**config.mk**
```make
export PLATFORM = sky130hd
export DESIGN_NAME = divider_arbiter
export DESIGN_NICKNAME = d
export VERILOG_FILES = /design/src/rtl/divider_arbiter.sv
export SDC_FILE = /design/constraint.sdc
export NUM_CORES = 1
export LEC_CHECK = 0
export ABC_AREA = 1
export CORE_AREA = 2 2 180 182
export DETAILED_ROUTE_END_ITERATION = 7
export DIE_AREA = 0 0 182 184
export DONT_BUFFER_PORTS = 1
export GPL_ROUTABILITY_DRIVEN = 0
export HOLD_SLACK_MARGIN = 0.1
export SYNTH_ARGS = -nofsm -noshare
export SYNTH_HDL_FRONTEND = slang
export SYNTH_SLANG_ARGS = --single-unit
```
**constraint.sdc**
```tcl
create_clock -name clk -period 3.8 [get_ports clk]
set_clock_uncertainty 0.15 [all_clocks]
set_input_delay 0.57 -clock clk [delete_from_list [all_inputs] [get_ports clk]]
set_output_delay 0.57 -clock clk [all_outputs]
set_load 0.01 [all_outputs]
```
**src/rtl/divider_arbiter.sv**
```systemverilog
// divider_arbiter: shares one multi-cycle signed divider among NUM_REQ requesters.
// Round-robin arbitration in IDLE, operand hold while the divider runs, result
// capture on div_done and a one-hot, single-cycle response pulse to the winner.
// The arbiter does no arithmetic itself; operands and results pass bit-exact.
//
// Build option: define DIV_ARB_FIXED_PRIO_EN for fixed priority (lowest index
// wins, round-robin pointer unused). Default build is round-robin.
//
// Ports:
//   clk, reset                 clock, asynchronous active-low reset
//   req/req_dividend/req_divisor  per-requester request level and packed operands
//   resp_valid                 one-hot response pulse
//   resp_quotient/remainder/overflow  shared result bus, held until next capture
//   busy, grant_id             FSM not idle; current/last granted requester
//   div_start/div_dividend/div_divisor  divider command side (registered)
//   div_quotient/remainder/overflow/done  divider result side
module divider_arbiter #(
  parameter int unsigned NUM_REQ        = 4,
  parameter int unsigned DIVIDEND_WIDTH = 32,
  parameter int unsigned DIVISOR_WIDTH  = 32
) (
  input  logic                                 clk,
  input  logic                                 reset,
  input  logic [NUM_REQ-1:0]                   req,
  input  logic [NUM_REQ*DIVIDEND_WIDTH-1:0]    req_dividend,
  input  logic [NUM_REQ*DIVISOR_WIDTH-1:0]     req_divisor,
  output logic [NUM_REQ-1:0]                   resp_valid,
  output logic [DIVIDEND_WIDTH-1:0]            resp_quotient,
  output logic [DIVISOR_WIDTH-1:0]             resp_remainder,
  output logic                                 resp_overflow,
  output logic                                 busy,
  output logic [$clog2(NUM_REQ)-1:0]           grant_id,
  output logic                                 div_start,
  output logic [DIVIDEND_WIDTH-1:0]            div_dividend,
  output logic [DIVISOR_WIDTH-1:0]             div_divisor,
  input  logic [DIVIDEND_WIDTH-1:0]            div_quotient,
  input  logic [DIVISOR_WIDTH-1:0]             div_remainder,
  input  logic                                 div_overflow,
  input  logic                                 div_done
);

  localparam int unsigned ID_W = $clog2(NUM_REQ);

  typedef enum logic [1:0] {
    ST_IDLE  = 2'd0,
    ST_ISSUE = 2'd1,
    ST_WAIT  = 2'd2,
    ST_RESP  = 2'd3
  } state_t;

  state_t                    state_q, state_d;
  logic [ID_W-1:0]           last_q, last_d;
  logic [ID_W-1:0]           grant_d;
  logic                      start_d;
  logic                      busy_d;
  logic [DIVIDEND_WIDTH-1:0] dividend_d;
  logic [DIVISOR_WIDTH-1:0]  divisor_d;
  logic [NUM_REQ-1:0]        resp_valid_d;
  logic [DIVIDEND_WIDTH-1:0] quot_d;
  logic [DIVISOR_WIDTH-1:0]  rem_d;
  logic                      ovf_d;

  logic [ID_W-1:0]           win_c;
  logic [DIVIDEND_WIDTH-1:0] win_dividend_c;
  logic [DIVISOR_WIDTH-1:0]  win_divisor_c;

  // Winner selection; only consumed in IDLE when |req.
`ifdef DIV_ARB_FIXED_PRIO_EN
  always_comb begin
    win_c = '0;
    for (int i = int'(NUM_REQ) - 1; i >= 0; i--) begin
      if (req[i]) win_c = ID_W'(i);
    end
  end
`else
  // Lowest requester overall is the wrap-around fallback; the second pass
  // overrides it with the lowest requester strictly above the last grant.
  always_comb begin
    win_c = '0;
    for (int i = int'(NUM_REQ) - 1; i >= 0; i--) begin
      if (req[i]) win_c = ID_W'(i);
    end
    for (int i = int'(NUM_REQ) - 1; i >= 0; i--) begin
      if (req[i] && (ID_W'(i) > last_q)) win_c = ID_W'(i);
    end
  end
`endif

  // Operand mux for the selected requester.
  always_comb begin
    win_dividend_c = '0;
    win_divisor_c  = '0;
    for (int unsigned i = 0; i < NUM_REQ; i++) begin
      if (ID_W'(i) == win_c) begin
        win_dividend_c = req_dividend[i*DIVIDEND_WIDTH +: DIVIDEND_WIDTH];
        win_divisor_c  = req_divisor[i*DIVISOR_WIDTH +: DIVISOR_WIDTH];
      end
    end
  end

  // Next-state and next-output logic.
  always_comb begin
    state_d      = state_q;
    last_d       = last_q;
    grant_d      = grant_id;
    start_d      = 1'b0;
    dividend_d   = div_dividend;
    divisor_d    = div_divisor;
    resp_valid_d = '0;
    quot_d       = resp_quotient;
    rem_d        = resp_remainder;
    ovf_d        = resp_overflow;

    case (state_q)
      ST_IDLE: begin
        if (|req) begin
          state_d    = ST_ISSUE;
          grant_d    = win_c;
          last_d     = win_c;
          dividend_d = win_dividend_c;
          divisor_d  = win_divisor_c;
          start_d    = 1'b1;
        end
      end
      ST_ISSUE: begin
        state_d = ST_WAIT;
      end
      ST_WAIT: begin
        if (div_done) begin
          state_d      = ST_RESP;
          quot_d       = div_quotient;
          rem_d        = div_remainder;
          ovf_d        = div_overflow;
          resp_valid_d = NUM_REQ'(1) << grant_id;
        end
      end
      ST_RESP: begin
        state_d = ST_IDLE;
      end
      default: begin
        state_d = ST_IDLE;
      end
    endcase

    busy_d = (state_d != ST_IDLE);
  end

  // State and output registers.
  always_ff @(posedge clk or negedge reset) begin
    if (!reset) begin
      state_q        <= ST_IDLE;
      last_q         <= ID_W'(NUM_REQ - 1);
      grant_id       <= '0;
      div_start      <= 1'b0;
      div_dividend   <= '0;
      div_divisor    <= '0;
      resp_valid     <= '0;
      resp_quotient  <= '0;
      resp_remainder <= '0;
      resp_overflow  <= 1'b0;
      busy           <= 1'b0;
    end else begin
      state_q        <= state_d;
      last_q         <= last_d;
      grant_id       <= grant_d;
      div_start      <= start_d;
      div_dividend   <= dividend_d;
      div_divisor    <= divisor_d;
      resp_valid     <= resp_valid_d;
      resp_quotient  <= quot_d;
      resp_remainder <= rem_d;
      resp_overflow  <= ovf_d;
      busy           <= busy_d;
    end
  end

endmodule
```
==> flow_summary.toml <==
[outcome]
status = "complete, but fails checks"
violations = "hold timing"

[drt]
drtPass1Iterations = 5
drtAntennaViolNets = 0
vias = 6537
viasPerCell = 5.03
routed_wl_um = 29100
route.detailed.drc = 0
drtIter0Drc = 461
avgRoutedWirePerCell_um = 22.4

[clocking]
root_buffer = "clkbuf_16"
clk_latency_ns = 0.42
post_cts_buffers = 0
cts_sinks = 141
cts_buffer_depth = 2
tritoncts = "built"
htreeDepth = 4
cts_buffers = 17
post_cts_resized = 0
cts.reportedPaths.clkPinSlew_ns = 0.06

[sta]
report.final.slew_viol_count = 0
setup_slack_ns = 0.892
finalSetupTns_ns = 0
min_period_ns = 2.91
fin_hold_ws_ns = -0.305
worst_pin_slew_ns = 0.882
relSlewSlack = 0.412
fmax_mhz = 344
setup_viol = 0
period_share = 0.765
hold_viol = 141
rsz0062_at_grt = "false"

[power_and_ir_drop]
p_comb_frac = 0.358
power_mw = 7.71
intPower_mw = 4.31
p_switching_mw = 3.40
vdd_drop_max_mv = 0.334
p_seq_frac = 0.419
p_leak_nw = 3.85
switching_share = 0.441
clockPowerShare = 0.223
power_density_mw_per_mm2 = 928

[layout]
nFillCells = 3362
syn2layout_area_growth_pct = 12.6
nets = 1213
fin_cells = 1300
drive_above_1_share = 0.135

[die]
start_util = 0.235
rows = 65
io_pins = 465
die-area_mm2 = 0.0335
die_height_um = 184
core_mm2 = 0.0314
die_w_um = 182

[worst_setup_path]
crit_chain = "inv_1 -> nand2_1 -> nand3_1 -> nand2_4 -> inv_2 -> nor2_4 -> buf_4 -> nand2_1 -> nand3_1 -> nand2_1 -> nand2_1"
slowest_delay_ns = 0.64
reg2reg_from = "last_q[1]"
cpMostUsedCell = "nand2_1"
critPathCaptureType = "register"
cp_max_fo = 31
crit_family = "simple AND/OR/NAND/NOR gates"
slowest_stage = "nor2_4"
cp-start-kind = "register"
cp_data_arrival_time_ns = 3.11
crit_buf_inv = 3
crit_type = "register to register"
required_ns = 4.00
critPathLaunch = "last_q[1]"

[synthesis]
synth_cell_types = 24
synth_seq_cells = 141
yosys_warnings = 0
syn_inst = 919
synth_ff_type = "dfrtp_1"
synth_edf_count = 0
syn-num-nets = 1249
avgSynthCellArea_um2 = 8.02
yosysSeqAreaShare = 0.479
async_flop_share = 1.00
synth_area_mm2 = 0.00737

[run]
maxCapViolCount = 0

[grt]
grt_pass1_wl_um = 41900
grt_use_total = 0.169
grt_max_degree = 142
grt_overflow_total = 0
grt_pass1_vias = 6561
antenna_found_initial = 5

[worst_hold_path]
hp-class = "input pin to asynchronous set/reset pin"

[placed_design]
dp_hpwl_um = 21600
portBuffers = 0
placed_cells = 1266
place_ws_ns = 0.829
-- final timing paths --
kind / endpoint / slack (ns) / cells after the start
max: div_dividend[18] / 0.89 / 11
min: resp_remainder[31] / -0.31 / 0
max reg2reg: div_dividend[18] / 0.89 / 11
min reg2reg: last_q[0] / 0.33 / 2
max in group asynchronous: div_dividend[21] / 3.55 / 0
min in group clk: resp_quotient[29] / 0.15 / 1
-- metal layers --
layer  vias up  part of all wire  track usage
met5         -            0.0015            0
met3        48              0.11       0.0713
met2       428              0.49        0.290
li1       2968                 -            -
met4         6             0.028       0.0613
met1      3087              0.38        0.188
-- cell usage after synthesis, drive strengths merged (2+ instances only) --
cell type  count  area share
dfstp          2      0.0071
nor3           4      0.0027
o21ai          6      0.0041
inv           22       0.011
nand2        271        0.14
dfrtp        139        0.47
a21oi         31       0.021
nor2         132       0.069
mux2          65       0.099
buf           40       0.028
nand4         46       0.039
ha             2      0.0034
nand3        129       0.088
clkbuf        27       0.014
-- cell usage in the layout (no fill, tap or decap), drive strengths merged --
| cell | Yosys | routed |
|---|---|---|
| inv | 22 | 26 |
| ha | 2 | 2 |
| nor3 | 4 | 4 |
| a21oi | 31 | 31 |
| mux2 | 65 | 65 |
| or2 | 1 | 1 |
| clkbuf | 27 | 21 |
| nor2 | 132 | 132 |
| bufinv | 0 | 2 |
| nand4 | 46 | 46 |
| o21ai | 6 | 6 |
| a31oi | 1 | 1 |
| nand2 | 271 | 271 |
| o211ai | 1 | 1 |
| buf | 40 | 12 |
| dfstp | 2 | 2 |
| clkinvlp | 0 | 1 |
| diode | 0 | 2 |
| dfrtp | 139 | 139 |
| clkinv | 0 | 4 |
| nand3 | 129 | 129 |
-- cells by family after synthesis --
kind of cell | Yosys count | synth area share
buffers and inverters | 89 | 0.0531
and+or+nand+nor | 583 | 0.338
AOI/OAI and AO/OA | 39 | 0.0278
DFF | 141 | 0.479
muxes | 65 | 0.0993
adders and majority gates | 2 | 0.00339
-- layout make-up --
type                    instances  area, µm²  area share
multi-input cells             689       3470       0.418
repair buffers                 12        128      0.0154
diodes                          2       5.00    0.000603
clock inverters                11        134      0.0161
clock buffers                  21        450      0.0542
well taps                     402        503      0.0606
inverters                      22       85.1      0.0102
flip-flops and latches        141       3530       0.425
-- worst reg2reg max path, stage by stage, from the launching register on --
cell and delay, ns:
dfstp_2 0.54, inv_1 0.05, nand2_1 0.09, nand3_1 0.13
nand2_4 0.35, inv_2 0.34, nor2_4 0.64, buf_4 0.30
nand2_1 0.08, nand3_1 0.08, nand2_1 0.05, nand2_1 0.05
-- power by group through the flow --
stage	clock network [mW]	registers (mW)	logic, mW
4_1_cts	1.78	3.25	2.80
2_1_floorplan	0	2.96	2.18
3_3_place_gp	0	3.27	2.74
6_report	1.72	3.23	2.76
3_5_place_dp	0	3.26	2.80
5_1_grt	1.83	3.32	3.14
-- flip-flops by register name, indices dropped and copies added, names as in the netlist --
name            count
div_divisor        32
grant_id            2
state_q             2
resp_quotient      32
resp_remainder     32
last_q              2
div_dividend       32
div_start           1
resp_valid          4
busy                1
resp_overflow       1
-- per-stage QoR --
| step | util | cell area, µm² |
|---|---|---|
| finish | 0.264 | 8300 |
| global route | 0.264 | 8300 |
| CTS | 0.264 | 8300 |
| detailed placement | 0.246 | 7710 |
| global placement | 0.246 | 7710 |
| floorplan | - | 7370 |
Power figures use the tool's default switching activity.
